## src/rtl/force_cache_readout_controller.sv

```systemverilog
// Reads particles 1..N of one cell out of the force cache and streams {particle ID, force}
// through a small FIFO; a credit check on issued reads keeps the FIFO from overflowing.
module force_cache_readout_controller #(
    parameter int DATA_WIDTH            = 32,
    parameter int CELL_X                = 2,
    parameter int CELL_Y                = 2,
    parameter int CELL_Z                = 2,
    parameter int CELL_ID_WIDTH         = 4,
    parameter int MAX_CELL_PARTICLE_NUM = 290,
    parameter int CELL_ADDR_WIDTH       = 9,
    parameter int PARTICLE_ID_WIDTH     = CELL_ID_WIDTH*3+CELL_ADDR_WIDTH,
    parameter int OUT_BUF_DEPTH         = 4
) (
    input  logic                         clk,
    input  logic                         rst,
    input  logic                         in_start,
    input  logic [CELL_ADDR_WIDTH-1:0]   in_particle_num,
    output logic                         out_read_data_request,
    output logic [CELL_ADDR_WIDTH-1:0]   out_cache_read_address,
    input  logic                         in_cache_readout_valid,
    input  logic [3*DATA_WIDTH-1:0]      in_partial_force,
    output logic                         out_force_valid,
    input  logic                         in_downstream_ready,
    output logic [PARTICLE_ID_WIDTH-1:0] out_particle_id,
    output logic [3*DATA_WIDTH-1:0]      out_force,
    output logic                         out_busy,
    output logic                         out_done
);

    localparam logic [1:0] IDLE  = 2'd0;
    localparam logic [1:0] READ  = 2'd1;
    localparam logic [1:0] DRAIN = 2'd2;
    localparam logic [1:0] DONE  = 2'd3;

    localparam int CNT_W   = CELL_ADDR_WIDTH + 1;
    localparam int PTR_W   = (OUT_BUF_DEPTH > 1) ? $clog2(OUT_BUF_DEPTH) : 1;
    localparam int OCC_W   = $clog2(OUT_BUF_DEPTH + 1);
    localparam int FORCE_W = 3 * DATA_WIDTH;

    localparam logic [CELL_ID_WIDTH-1:0] CX = CELL_ID_WIDTH'(CELL_X);
    localparam logic [CELL_ID_WIDTH-1:0] CY = CELL_ID_WIDTH'(CELL_Y);
    localparam logic [CELL_ID_WIDTH-1:0] CZ = CELL_ID_WIDTH'(CELL_Z);

    logic [1:0]                 state;
    logic [CNT_W-1:0]           n_latched;
    logic [CNT_W-1:0]           issue_addr;
    logic [CNT_W-1:0]           ret_addr;
    logic [CNT_W-1:0]           n_clamped;
    logic [CNT_W:0]             committed;
    logic [CELL_ADDR_WIDTH-1:0] buf_addr  [OUT_BUF_DEPTH];
    logic [FORCE_W-1:0]         buf_force [OUT_BUF_DEPTH];
    logic [PTR_W-1:0]           wr_ptr;
    logic [PTR_W-1:0]           rd_ptr;
    logic [OCC_W-1:0]           occupancy;
    logic                       issue;
    logic                       last_issue;
    logic                       push;
    logic                       pop;
    logic                       all_returned;

    // A read is only issued if its return is guaranteed a FIFO slot:
    // reads in flight plus entries already buffered must stay below the depth.
    always_comb begin
        n_clamped = (CNT_W'(in_particle_num) > CNT_W'(MAX_CELL_PARTICLE_NUM))
                  ? CNT_W'(MAX_CELL_PARTICLE_NUM) : CNT_W'(in_particle_num);
        committed    = {1'b0, issue_addr - ret_addr} + (CNT_W+1)'(occupancy);
        issue        = (state == READ) && (committed < (CNT_W+1)'(OUT_BUF_DEPTH));
        last_issue   = issue && (issue_addr == n_latched);
        push         = in_cache_readout_valid && ((state == READ) || (state == DRAIN));
        pop          = out_force_valid && in_downstream_ready;
        all_returned = (ret_addr == n_latched + 1'b1);
    end

    assign out_read_data_request  = issue;
    assign out_cache_read_address = issue ? issue_addr[CELL_ADDR_WIDTH-1:0] : '0;
    assign out_force_valid        = (occupancy != '0);
    assign out_particle_id        = out_force_valid
                                  ? PARTICLE_ID_WIDTH'({CX, CY, CZ, buf_addr[rd_ptr]}) : '0;
    assign out_force              = out_force_valid ? buf_force[rd_ptr] : '0;
    assign out_busy               = (state != IDLE);
    assign out_done               = (state == DONE);

    always_ff @(posedge clk or negedge rst) begin
        if (!rst) begin
            state      <= IDLE;
            n_latched  <= '0;
            issue_addr <= '0;
            ret_addr   <= '0;
        end else begin
            case (state)
                IDLE: begin
                    if (in_start) begin
                        n_latched  <= n_clamped;
                        issue_addr <= CNT_W'(1);
                        ret_addr   <= CNT_W'(1);
                        state      <= (n_clamped != '0) ? READ : DONE;
                    end
                end
                READ: begin
                    if (issue)      issue_addr <= issue_addr + 1'b1;
                    if (last_issue) state      <= DRAIN;
                end
                DRAIN: begin
                    if (all_returned && (occupancy == '0)) state <= DONE;
                end
                DONE:    state <= IDLE;
                default: state <= IDLE;
            endcase
            if (push) ret_addr <= ret_addr + 1'b1;
        end
    end

    always_ff @(posedge clk or negedge rst) begin
        if (!rst) begin
            wr_ptr    <= '0;
            rd_ptr    <= '0;
            occupancy <= '0;
        end else begin
            if (push) wr_ptr <= (wr_ptr == PTR_W'(OUT_BUF_DEPTH-1)) ? '0 : wr_ptr + 1'b1;
            if (pop)  rd_ptr <= (rd_ptr == PTR_W'(OUT_BUF_DEPTH-1)) ? '0 : rd_ptr + 1'b1;
            case ({push, pop})
                2'b10:   occupancy <= occupancy + 1'b1;
                2'b01:   occupancy <= occupancy - 1'b1;
                default: occupancy <= occupancy;
            endcase
        end
    end

    // Storage needs no reset: outputs are gated by occupancy.
    always_ff @(posedge clk) begin
        if (push) begin
            buf_addr[wr_ptr]  <= ret_addr[CELL_ADDR_WIDTH-1:0];
            buf_force[wr_ptr] <= in_partial_force;
        end
    end

endmodule

```

## config.mk

```make
export PLATFORM = sky130hd
export DESIGN_NAME = force_cache_readout_controller
export DESIGN_NICKNAME = d
export VERILOG_FILES = /design/src/rtl/force_cache_readout_controller.sv
export SDC_FILE = /design/constraint.sdc
export NUM_CORES = 1
export LEC_CHECK = 0
export BUFFER_PORTS_ARGS = -buffer_cell sky130_fd_sc_hd__buf_2
export CAP_MARGIN = 15
export CORE_MARGIN = 2
export CORE_UTILIZATION = 45
export CTS_CLUSTER_DIAMETER = 30
export DETAILED_ROUTE_END_ITERATION = 6
export GPL_TIMING_DRIVEN = 0
export PLACE_DENSITY_LB_ADDON = 0.08
export REMOVE_ABC_BUFFERS = 1
export SETUP_SLACK_MARGIN = 0.4
export SYNTH_ARGS = -nofsm -noshare
export SYNTH_HDL_FRONTEND = slang
export SYNTH_SLANG_ARGS = --single-unit
```

## constraint.sdc

```tcl
create_clock -name clk -period 10.17 [get_ports clk]
set_input_delay 1.017 -clock clk [delete_from_list [all_inputs] [get_ports clk]]
set_output_delay 1.017 -clock clk [all_outputs]
set_load 0.1 [all_outputs]
```

Word level (Yosys, flattened, before mapping)
Memory sizes are Yosys's and may differ from the RTL's.
Cells that the tools add are included.
{"block": "totals", "reg_bits": 39, "mem_bits_rw": 420, "inputBits": 110, "n_memories": 2}
{"block": "classes", "n_addsub": 9, "magnitude_cmp": 2, "n_eq_ne": 13, "mux": 19, "n_reduce_logical": 19}
{"name": "buf_force", "depth": 4, "width": 96, "rd": 1, "rd_clocked_by_memory_dff": 0, "wr": 1, "line_no": "51", "source": "logic [FORCE_W-1:0] buf_force [OUT_BUF_DEPTH];"}
{"name": "buf_addr", "depth": 4, "width": 9, "rd": 1, "rd_clocked_by_memory_dff": 0, "wr": 1, "line_no": "50", "source": "logic [CELL_ADDR_WIDTH-1:0] buf_addr [OUT_BUF_DEPTH];"}
{"operator": "96-bit two-way mux", "count": 1}
{"operator": "10-bit two-way mux", "count": 4}
{"operator": "10-bit by 1-bit adder with 10-bit output, second input constant", "count": 3}
{"operator": "10-bit == test", "count": 2}
{"operator": "10-bit case mux with 2 select lines", "count": 1}
{"operator": "19-bit two-way mux", "count": 1}
{"operator": "9-bit two-way mux", "count": 2}
{"operator": "2-bit two-way mux", "count": 6}
{"operator": "10-bit by 3-bit adder with 11-bit output", "count": 1}
{"operator": "11-bit by 3-bit < comparator with 1-bit output, second input constant", "count": 1}
{"operator": "2-bit == test, second input constant", "count": 5}
{"operator": "10-bit nonzero test", "count": 1}
{"operator": "2-bit nonzero test", "count": 5}
{"operator": "10-bit subtractor", "count": 1}
{"operator": "9-bit greater-than comparator, second input constant", "count": 1}
{"operator": "2-bit case mux with 4 select lines", "count": 1}
{"operator": "2-bit != test, second input constant", "count": 3}
{"operator": "3-bit case mux with 2 select lines", "count": 1}
{"operator": "3-bit AND reduction", "count": 2}
{"operator": "1-bit logical AND", "count": 5}
{"operator": "2-bit by 1-bit adder with 2-bit output, second input constant", "count": 2}
{"operator": "2-bit by 1-bit == test with 1-bit output, second input constant", "count": 2}
{"operator": "2-bit AND reduction", "count": 2}
{"operator": "3-bit by 1-bit adder with 3-bit output, second input constant", "count": 1}
{"operator": "7 further kinds", "count": 8}

Logic depth before layout (Yosys ltp)
{"block": "logic_depth", "depth_word": 7, "ltp_mapped": 14, "depth_no_buf": 12}

Least setup slack after synthesis
OpenSTA, ideal clock, no wires.
{"block": "synth_path", "path_type": "register -> output", "start": "register issue_addr[0]", "end": "output out_cache_read_address[0]", "arrival_ns": 3.765, "slack_ns": 5.388, "path_stages_with_launch": 13, "path_cell_list": "dfrtp_1 -> inv_1 -> ha_1 -> fa_1 -> xnor2_1 -> ha_1 -> nor4_2 -> o221ai_1 -> or4_4 -> nor3_4 -> buf_4 -> clkbuf_1 -> and3_1"}
{"block": "synth_via", "elab_chain_len": 5}
{"item": "from (decl)", "line_no": "46", "source": "logic [CNT_W-1:0] issue_addr;"}
{"item": "from (signal assigned)", "line_no": "100", "source": "if (issue) issue_addr <= issue_addr + 1'b1;"}
{"item": "10-bit subtractor", "line_no": "66", "source": "committed = {1'b0, issue_addr - ret_addr} + (CNT_W+1)'(occupancy);"}
{"item": "10-bit by 3-bit adder with 11-bit output", "line_no": "66"}
{"item": "11-bit by 3-bit < comparator with 1-bit output", "line_no": "67", "source": "issue = (state == READ) && (committed < (CNT_W+1)'(OUT_BUF_DEPTH));"}
{"item": "1-bit logical AND", "line_no": "67"}
{"item": "9-bit two-way mux (*)", "line_no": "75", "source": "assign out_cache_read_address = issue ? issue_addr[CELL_ADDR_WIDTH-1:0] : '0;"}
{"item": "to (decl)", "line_no": "19", "source": "output logic [CELL_ADDR_WIDTH-1:0] out_cache_read_address,"}
Every way passes the cells marked *; elsewhere a longest branch is shown, timed or not.

Worst setup path in the final report
{"block": "layout_path", "start": "register issue_addr[0]", "end": "output out_read_data_request"}
{"block": "layout_via", "elab_chain_len": 4}
{"item": "10-bit subtractor", "line_no": "66"}
{"item": "10-bit by 3-bit adder with 11-bit output", "line_no": "66"}
{"item": "11-bit by 3-bit < comparator with 1-bit output", "line_no": "67"}
{"item": "1-bit logical AND", "line_no": "67"}
{"item": "to (decl)", "line_no": "18", "source": "output logic out_read_data_request,"}
No other way between the ends.

==> flow_summary.ini <==
[yosys]
ys_seq_area_share_pct = 71.6
synth_edf_count = 420
yosysWarnings = 0
ys_async_sr_fraction_pct = 8.30
synthesis.area_um2 = 18900
avgSynthCellArea_um2 = 18.2
syn_inst = 1039
synth_top_area_share_pct = 66.6
synth_seq_cells = 458
yosys.area_share.adder_pct = 1.86
synth-simple-area-share_pct = 7.16
yosysTopAreaCell = edfxtp_1
ys.flop_type = edfxtp_1
synth_cell_types = 60
synthMuxAreaShare_pct = 12.9
synth_top_family_by_area = multiplexers
synthTopCellsByArea = edfxtp_1, mux4_2, dfrtp_1
synth-compound-area-share_pct = 2.90
synth_xor_area_share_pct = 1.39

[worst_setup_path]
crit_path_end = out_read_data_request
crit_start = issue_addr[0]
worst_setup_path_end_kind = primary output
crit_buf_inv = 2
cp.depth = 11
timing.rr.end = issue_addr[8]
cp_common_cell = ha_1
cp_top_family = simple AND/OR/NAND/NOR gates
r2r_slack_ps = 5820
crit_fanout = 21
worstPathRequired_ps = 9150
critPathSlowestCell = nor3_4
slowest_delay_ps = 630
worstSetupPathType = register to primary output
worstPathArrival_ps = 4790
startpoint_type = register
crit_chain = inv_1 -> ha_1 -> fa_1 -> xnor2_1 -> ha_1 -> nor4_2 -> o221ai_1 -> or4_4 -> nor3_4 -> and2_1 -> buf_2
reg2reg_depth = 12
r2r-start = issue_addr[0]

[global_route]
grt_pass1_wl_um = 63500
antenna_found_initial = 0
grt_usage_pct = 19.0
grt_max_degree = 74
grt_pass1_vias = 11038
overflow = 0

[cells_and_area]
drive_gt1_share_pct = 37.9
syn2layout_area_growth_pct = 28.3
diodes = 0
fin_area_um2 = 24300
fin_cells = 1947
post-route-util_pct = 58.2
final_common_cell = edfxtp_1
layout_common_cells = edfxtp_1, buf_2, and2_1
fin_nets = 1462

[drt]
first_iter_violations = 595
wire_per_inst_um = 21.0
firstDrtPassIters = 4
finalWirelength_um = 41000
viasPerCell = 5.33
antenna_left = 0
via_count = 10378
wl_met1_um = 17800
dr_wl_met3_um = 1910
met2_length_um = 20600
highest_layer = met4
drc = 0

[clock_network]
clock-root-buffer = clkbuf_16
clock-sinks = 458
cts_hold_buf = 0
cts.path.max_buffers = 3
cts_tree = done
cts_setup_buffers = 0
cts-buffers-inserted = 98
cts_resized = 0
clkLatencyLatePin_ps = 600
htree_levels = 3
path_clk_slew_ps = 40

[timing]
finalClockSkew_ps = 26.8
timing.final.crit_share_pct = 57.1
rsz0062_at_grt = no
finalSetupViolCount = 0
fin_crit_ps = 5810
slew_headroom_pct = 36.4
hold_violations = 0
clock.fmax_mhz = 172
drv_slew = 0
worstMarginPinSlew_ps = 954
finalSetupTns_ps = 0

[status]
status = complete, no violations

[floorplanning]
die-area_um2 = 43700
start_util_pct = 45.3
core_area_um2 = 41800
die_w_um = 209
io_pins = 240
die_h_um = 209
rows = 75

[worst_hold_path]
hp-class = register to register

[placed_design]
dp_hpwl_um = 24100
gp_congestion = 0.747
placed_area_um2 = 20900
portBuffers = 230
dpl.cell_count = 1764

[job]
drv_cap = 0
## routing by layer
layer	vias up	GRT usage, %
met3	53	3.80
met5	-	0
met1	5354	25.2
li1	4696	-
met2	275	31.9
met4	0	6.11
## Yosys cell counts (3+ instances only)
| cell type | count |
|---|---|
| o21ai_0 | 24 |
| o221ai_1 | 5 |
| xnor2_1 | 21 |
| ha_1 | 25 |
| buf_1 | 14 |
| mux4_2 | 105 |
| dfrtp_1 | 38 |
| mux2i_1 | 3 |
| nand3_1 | 18 |
| nor3_1 | 7 |
| a22o_1 | 4 |
| nand4_1 | 7 |
| inv_1 | 27 |
| nor2_1 | 19 |
| nand2b_1 | 7 |
| or3_1 | 4 |
| a21oi_1 | 23 |
| clkbuf_1 | 38 |
| and3_1 | 18 |
| o211ai_1 | 3 |
| edfxtp_1 | 420 |
| and2_1 | 106 |
| o31ai_1 | 4 |
| nor4_1 | 3 |
| a31oi_1 | 4 |
| buf_4 | 13 |
| xor2_1 | 9 |
| nand2_1 | 24 |
| mux2_2 | 4 |
## worst min-delay path by stage
stage / cells after the start / slack, ps / startpoint / to
detailed placement: 1 / 500 / occupancy[2] / occupancy[2]
global placement: 1 / 490 / occupancy[2] / occupancy[2]
floorplan: 1 / 460 / occupancy[2] / occupancy[2]
CTS: 1 / 510 / occupancy[2] / occupancy[2]
finish: 1 / 510 / occupancy[2] / occupancy[2]
global route: 1 / 550 / occupancy[2] / occupancy[2]
## through the flow
step                worst slack [ps]  hold WS [ps]
floorplan                       3730           461
global placement                1560           488
detailed placement              5000           500
CTS                             4340           511
global route                    4100           553
finish                          4360           513
## registers in the layout (all words and copies together) (netlist names)
register and flops:
buf_force 384, buf_addr 36, issue_addr 10, ret_addr 10
n_latched 9, occupancy 3, rd_ptr 2, state 2
wr_ptr 2
## cell families after synthesis
| family | Yosys count |
|---|---|
| and+or+nand+nor | 232 |
| DFF | 458 |
| muxes | 112 |
| xor gates and xnor gates | 30 |
| adders and majority gates | 27 |
| AOI/OAI and AO/OA | 85 |
| other | 1 |
| buffers and inverters | 94 |
## cell type report
cell class	instances	area, um^2
clock buffers	115	2680
clock inverters	68	722
fillers	3226	17500
inverters	28	105
multi-input cells	495	5020
flip-flops and latches	458	13600
well taps	539	674
repair buffers	244	1520
Power is left out: the tool's default activity adds up to more than one toggle a clock period on the data nets, which glitch-free logic cannot reach.
